<file path="src/rtl/clk_div_ctrl.sv">
// ---------------------------------------------------------------------------
// clk_div_ctrl
// Runtime-programmable power-of-two clock divider controller. A free-running
// counter drives the divided clock clk_out = cnt[cur_sel]. Ratio changes
// arrive over a req/ack handshake and are applied only at a period boundary.
// This keeps clk_out free of runt pulses. A one-cycle tick strobe marks the
// first clk cycle of every divided period.
//
// Optional feature macro: CLKDIV_CTRL_SYNC_REQ_EN
//   When defined, sel_req/div_sel pass through a 2-flop synchronizer, which
//   adds 2 cycles of request latency. The requester must hold div_sel stable
//   until sel_ack.
//
// Ports:
//   clk      in   system clock, rising edge
//   rst_n    in   asynchronous active-low reset
//   en       in   count enable; freezes counter and boundary detection
//   div_sel  in   requested divide select (ratio = 2^(sel+1))
//   sel_req  in   ratio change request
//   sel_ack  out  one-cycle pulse: new ratio active
//   busy     out  request pending or being acknowledged
//   cur_sel  out  divide select in effect
//   clk_out  out  divided clock, 50% duty
//   tick     out  one-cycle strobe at the start of each divided period
// ---------------------------------------------------------------------------
module clk_div_ctrl #(
    parameter int unsigned SEL_W   = 2,
    parameter int unsigned CNT_W   = 4,
    parameter int unsigned RST_SEL = 0
) (
    input  logic             clk,
    input  logic             rst_n,
    input  logic             en,
    input  logic [SEL_W-1:0] div_sel,
    input  logic             sel_req,
    output logic             sel_ack,
    output logic             busy,
    output logic [SEL_W-1:0] cur_sel,
    output logic             clk_out,
    output logic             tick
);

    typedef enum logic [1:0] {
        ST_RUN  = 2'd0,
        ST_PEND = 2'd1,
        ST_ACK  = 2'd2
    } state_e;

    state_e             state_q,    state_d;
    logic [CNT_W-1:0]   cnt_q,      cnt_d;
    logic [SEL_W-1:0]   cur_sel_q,  cur_sel_d;
    logic [SEL_W-1:0]   pend_sel_q, pend_sel_d;
    logic               sel_ack_q,  sel_ack_d;
    logic               busy_q,     busy_d;
    logic               clk_out_q,  clk_out_d;
    logic               tick_q,     tick_d;

    logic               req_s;
    logic [SEL_W-1:0]   sel_s;
    logic [CNT_W-1:0]   mask_c;
    logic               bnd_c;

`ifdef CLKDIV_CTRL_SYNC_REQ_EN
    logic               req_meta_q, req_sync_q;
    logic [SEL_W-1:0]   sel_meta_q, sel_sync_q;

    // Two-flop synchronizer for requests from a foreign clock domain
    always_ff @(posedge clk or negedge rst_n) begin
        if (!rst_n) begin
            req_meta_q <= 1'b0;
            req_sync_q <= 1'b0;
            sel_meta_q <= '0;
            sel_sync_q <= '0;
        end else begin
            req_meta_q <= sel_req;
            req_sync_q <= req_meta_q;
            sel_meta_q <= div_sel;
            sel_sync_q <= sel_meta_q;
        end
    end

    assign req_s = req_sync_q;
    assign sel_s = sel_sync_q;
`else
    assign req_s = sel_req;
    assign sel_s = div_sel;
`endif

    // Mask of counter bits [cur_sel:0]; all ones there marks the period end
    always_comb begin
        mask_c = '0;
        for (int unsigned i = 0; i < CNT_W; i++) begin
            mask_c[i] = (i <= 32'(cur_sel_q));
        end
    end

    assign bnd_c = en && ((cnt_q & mask_c) == mask_c);

    // State and datapath registers
    always_ff @(posedge clk or negedge rst_n) begin
        if (!rst_n) begin
            state_q    <= ST_RUN;
            cnt_q      <= '0;
            cur_sel_q  <= SEL_W'(RST_SEL);
            pend_sel_q <= '0;
            sel_ack_q  <= 1'b0;
            busy_q     <= 1'b0;
            clk_out_q  <= 1'b0;
            tick_q     <= 1'b0;
        end else begin
            state_q    <= state_d;
            cnt_q      <= cnt_d;
            cur_sel_q  <= cur_sel_d;
            pend_sel_q <= pend_sel_d;
            sel_ack_q  <= sel_ack_d;
            busy_q     <= busy_d;
            clk_out_q  <= clk_out_d;
            tick_q     <= tick_d;
        end
    end

    // Next-state, counter and output logic
    always_comb begin
        state_d    = state_q;
        cnt_d      = en ? (cnt_q + CNT_W'(1)) : cnt_q;
        cur_sel_d  = cur_sel_q;
        pend_sel_d = pend_sel_q;

        case (state_q)
            ST_RUN: begin
                if (req_s) begin
                    pend_sel_d = sel_s;
                    state_d    = ST_PEND;
                end
            end
            ST_PEND: begin
                // Switch only at the end of a full period; restart phase at 0
                if (bnd_c) begin
                    cur_sel_d = pend_sel_q;
                    cnt_d     = '0;
                    state_d   = ST_ACK;
                end
            end
            ST_ACK: begin
                state_d = ST_RUN;
            end
            default: begin
                state_d = ST_RUN;
            end
        endcase

        // Registered outputs follow the state/counter being loaded this edge
        busy_d    = (state_d != ST_RUN);
        sel_ack_d = (state_d == ST_ACK);
        tick_d    = bnd_c;
        clk_out_d = cnt_d[cur_sel_d];
    end

    assign sel_ack = sel_ack_q;
    assign busy    = busy_q;
    assign cur_sel = cur_sel_q;
    assign clk_out = clk_out_q;
    assign tick    = tick_q;

endmodule

</file>
<file path="config.mk">
export PLATFORM = sky130hd
export DESIGN_NAME = clk_div_ctrl
export DESIGN_NICKNAME = d
export VERILOG_FILES = /design/src/rtl/clk_div_ctrl.sv
export SDC_FILE = /design/constraint.sdc
export NUM_CORES = 1
export LEC_CHECK = 0
export ABC_AREA = 1
export CAP_MARGIN = 15
export CORE_MARGIN = 4
export CORE_UTILIZATION = 48
export DETAILED_ROUTE_END_ITERATION = 7
export PLACE_DENSITY = 0.82
export SETUP_SLACK_MARGIN = 0.02
export SLEW_MARGIN = 20
export SYNTH_ARGS = -nofsm -noshare
export SYNTH_HDL_FRONTEND = slang
export SYNTH_SLANG_ARGS = --single-unit
</file>
<file path="constraint.sdc">
create_clock -name clk -period 1.6 [get_ports clk]
set_input_delay 0.48 -clock clk [delete_from_list [all_inputs] [get_ports clk]]
set_output_delay 0.48 -clock clk [all_outputs]
set_load 0.05 [all_outputs]
</file>
==> key figures <==
Critical path
  • Critical-path top delay cell: dfrtp_1
  • Reg-to-reg startpoint: cur_sel[1]$_DFF_PN0_
  • Crit path required time: 1.12 ns
  • Crit. Startpoint: cur_sel[1]$_DFF_PN0_
  • Crit Path Category: reg -> out
  • Startpoint types: register
  • CP cell instances: buf_12
  • CP Data Arrival Time: 0.98 ns
  • Critical Path Max Stage Delay: 0.51 ns
  • Crit-path max FO: 5
  • Delay-heaviest family, CP: flip-flops
  • CP bufs+invs: 1
  • CP endpoint kind: output pin

Cells and area
  • Final Non-Filler Cells: 99
  • Fin nets: 93
  • Area Growth Syn to Fin: 39.88%
  • Ratio of cells with drive above 1 in the final layout: 30.59%
  • Layout fillers: 77
  • Diode count: 0
  • Commonest non-fill, non-tap cell in the layout: nand2_1
  • Commonest cells after routing, fill and taps aside: nand2_1, dfrtp_1, inv_1, buf_12

Job
  • Max-cap violations: 0

Power and ir drop
  • Logic pwr share: 54.0%
  • Internal power: 1145 uW
  • IR drop worst, VDD: 0.001315 V
  • Cell Pwr Density: 2249 nW/um^2
  • Tot Pwr: 2043 uW
  • Seq pwr share: 33.4%
  • Switching portion of total power: 43.96%
  • Clk pwr share: 12.6%
  • P_leak: 0.0004841 uW
  • NetSw: 898.2 uW

Synthesis
  • Synth Warn #: 0
  • Post-Syn Area: 649.4 um^2
  • Synthesized flop and latch total: 14
  • Synth cell types: 16
  • Simple-gate share of the synthesized area: 23.70%
  • Multiplexer share of the synthesized area: 5.202%
  • Sequential cell area fraction in the yosys report: 53.95%
  • Fraction of the mapped netlist area in adder cells: 1.927%
  • Compound-Gate Fraction of Synth Area: 4.046%
  • Syn nets: 73
  • Largest cells by area after synthesis: dfrtp_1, nand2_1, inv_1, mux2_2, xor2_1
  • Synthesized area per cell: 9.839 um^2
  • Xor/xnor share of the synthesized area: 4.046%
  • Largest family of logic cells by synthesized area: simple AND/OR/NAND/NOR gates
  • Synth Instances: 66
  • Post-synth top area share: 53.95%
  • Cell type with the largest total area after synthesis: dfrtp_1

Die
  • Initial Util: 54.75%
  • Die area: 2005 um^2
  • Standard-cell rows: 12
  • Die Y-Extent: 44.78 um
  • Core area: 1186 um^2
  • Die Wd: 44.78 um
  • Boundary Pins: 12

Timing
  • Rel. slew slack: 80.73%
  • Final setup fails: 0
  • Tcrit/Tclk final: 91.12%
  • Final hold violations: 0
  • Fmax: 0.6859 GHz
  • Setup Skew: 0.002217 ns
  • Worst Tran Pin Value: 0.2891 ns
  • Max Slew Vio Count: 0
  • RSZ-0062 raised after global routing: false
  • Setup TNS: 0 ns
  • Final Critical Period: 1.458 ns

Clock tree
  • Worst skew pair latency: 0.28 ns
  • Cts bufs inserted: 3
  • # hold bufs at CTS: 0
  • Clock root cell: clkbuf_4
  • CTS tree: built
  • Clk slew on worst S/H paths: 0.09 ns
  • Maximum clock path buffer count: 2
  • CTS H-tree lvls: 1
  • CTS Sinks: 14

Placed design
  • Detail Placement HPWL: 981.2 um
  • Inst Count DP: 93
  • Count of input and output buffers: 11
  • GPL Wtd Cong: 0.8109

Global routing
  • Initial antenna violation count: 0
  • First-pass GRT wire length: 2.159 mm
  • Largest net degree at the start of global routing: 15
  • Total grt overflow: 0
  • Vias in the first global route: 512
  • Gr usage total: 15.38%

Route
  • 1st-pass router iterations: 6
  • Routed wire length: 1.359 mm
  • DRT antenna net count: 0
  • Drt initial violations: 18
  • Drt wl/cell: 13.73 um
  • Post-route DRC: 0
  • Detail-routed via count per cell: 5.111
  • Total number of vias: 506

Hold path
  • Hold Path Class: in -> async

Status
  • Status: finished, final reports clean
power by group through the flow:
stage	clock network [uW]	registers (uW)	logic [uW]
after floorplan	0	847	454
after global placement	0	677	1020
after detailed placement	0	691	1050
after CTS	262	685	1060
after global routing	282	700	1200
final	258	682	1100
cells by family (layout without fill, tap and decap cells):
| logic type | Yosys count | count (layout) |
|---|---|---|
| AOI/OAI and AO/OA | 3 | 3 |
| xor gates and xnor gates | 3 | 3 |
| adders and majority gates | 1 | 1 |
| buffers and inverters | 12 | 30 |
| DFF | 14 | 14 |
| muxes | 3 | 3 |
| and+or+nand+nor | 30 | 31 |
metrics by stage:
| step | util [%] | hold slack, ns | instance area, um^2 | setup slack [ns] |
|---|---|---|---|---|
| after floorplan | - | 0.1844 | 649.4 | 0.1143 |
| after global placement | 71.84 | 0.5009 | 852.1 | -0.2203 |
| after detailed placement | 71.84 | 0.5156 | 852.1 | -0.2615 |
| after CTS | 74.89 | 0.4926 | 888.4 | 0.04237 |
| after global routing | 76.58 | 0.5017 | 908.4 | 0.1045 |
| final | 76.58 | 0.4896 | 908.4 | 0.1421 |
state kept, by name (all words and copies together) (netlist names):
signal and count:
pend_sel_q 2, busy 1, state_q 2, sel_ack 1, cur_sel 2, tick 1
cnt_q 4, clk_out 1
final cells by class:
cell class                 instances  area (um^2)  share of cell area (%)
multi-input combinational         41        262.8                   28.93
sequential                        14        350.3                   38.57
inverter                          12        46.29                   5.096
tap                               14        17.52                   1.928
timing repair buffer              14        195.2                   21.49
clock buffer                       4        36.28                   3.994
synthesized netlist by cell type:
master and n:
dfrtp_1 14, clkinv_2 1, nand3_4 1, nand4_1 1
nor2_2 1, o21ai_0 2, ha_1 1, nor2_1 2
xor2_1 3, nand2_2 4, a21oi_4 1, nand2_1 16
nand2_4 1, inv_1 11, nand3_1 4, mux2_2 3
repair_timing:
item | CTS | global route
endpoints found under the setup margin | 0 | 1
setup buffers | 0 | 1
gates resized for setup | 0 | 1
metal layers:
metal	up-vias	wire, um	GRT usage (%)
met5	-	0	0
met4	0	55	7.018
met3	8	61	3.984
met2	16	702	27.51
met1	236	540	16.88
li1	246	-	-
worst paths after layout:
kind | to | slack, ns | depth (start not counted)
worst max-delay path | cur_sel[1] | 0.14 | 1
worst min-delay path | cnt_q[1]$_DFF_PN0_ | 0.49 | 2
worst max register to register | clk_out$_DFF_PN0_ | 0.22 | 9
worst min register to register | pend_sel_q[0]$_DFFE_PN0P_ | 0.53 | 1
max in group asynchronous | busy$_DFF_PN0_ | 0.94 | 2
min in group clk | pend_sel_q[0]$_DFFE_PN0P_ | 0.53 | 1
Note: power is estimated with default switching activity, not from simulation.
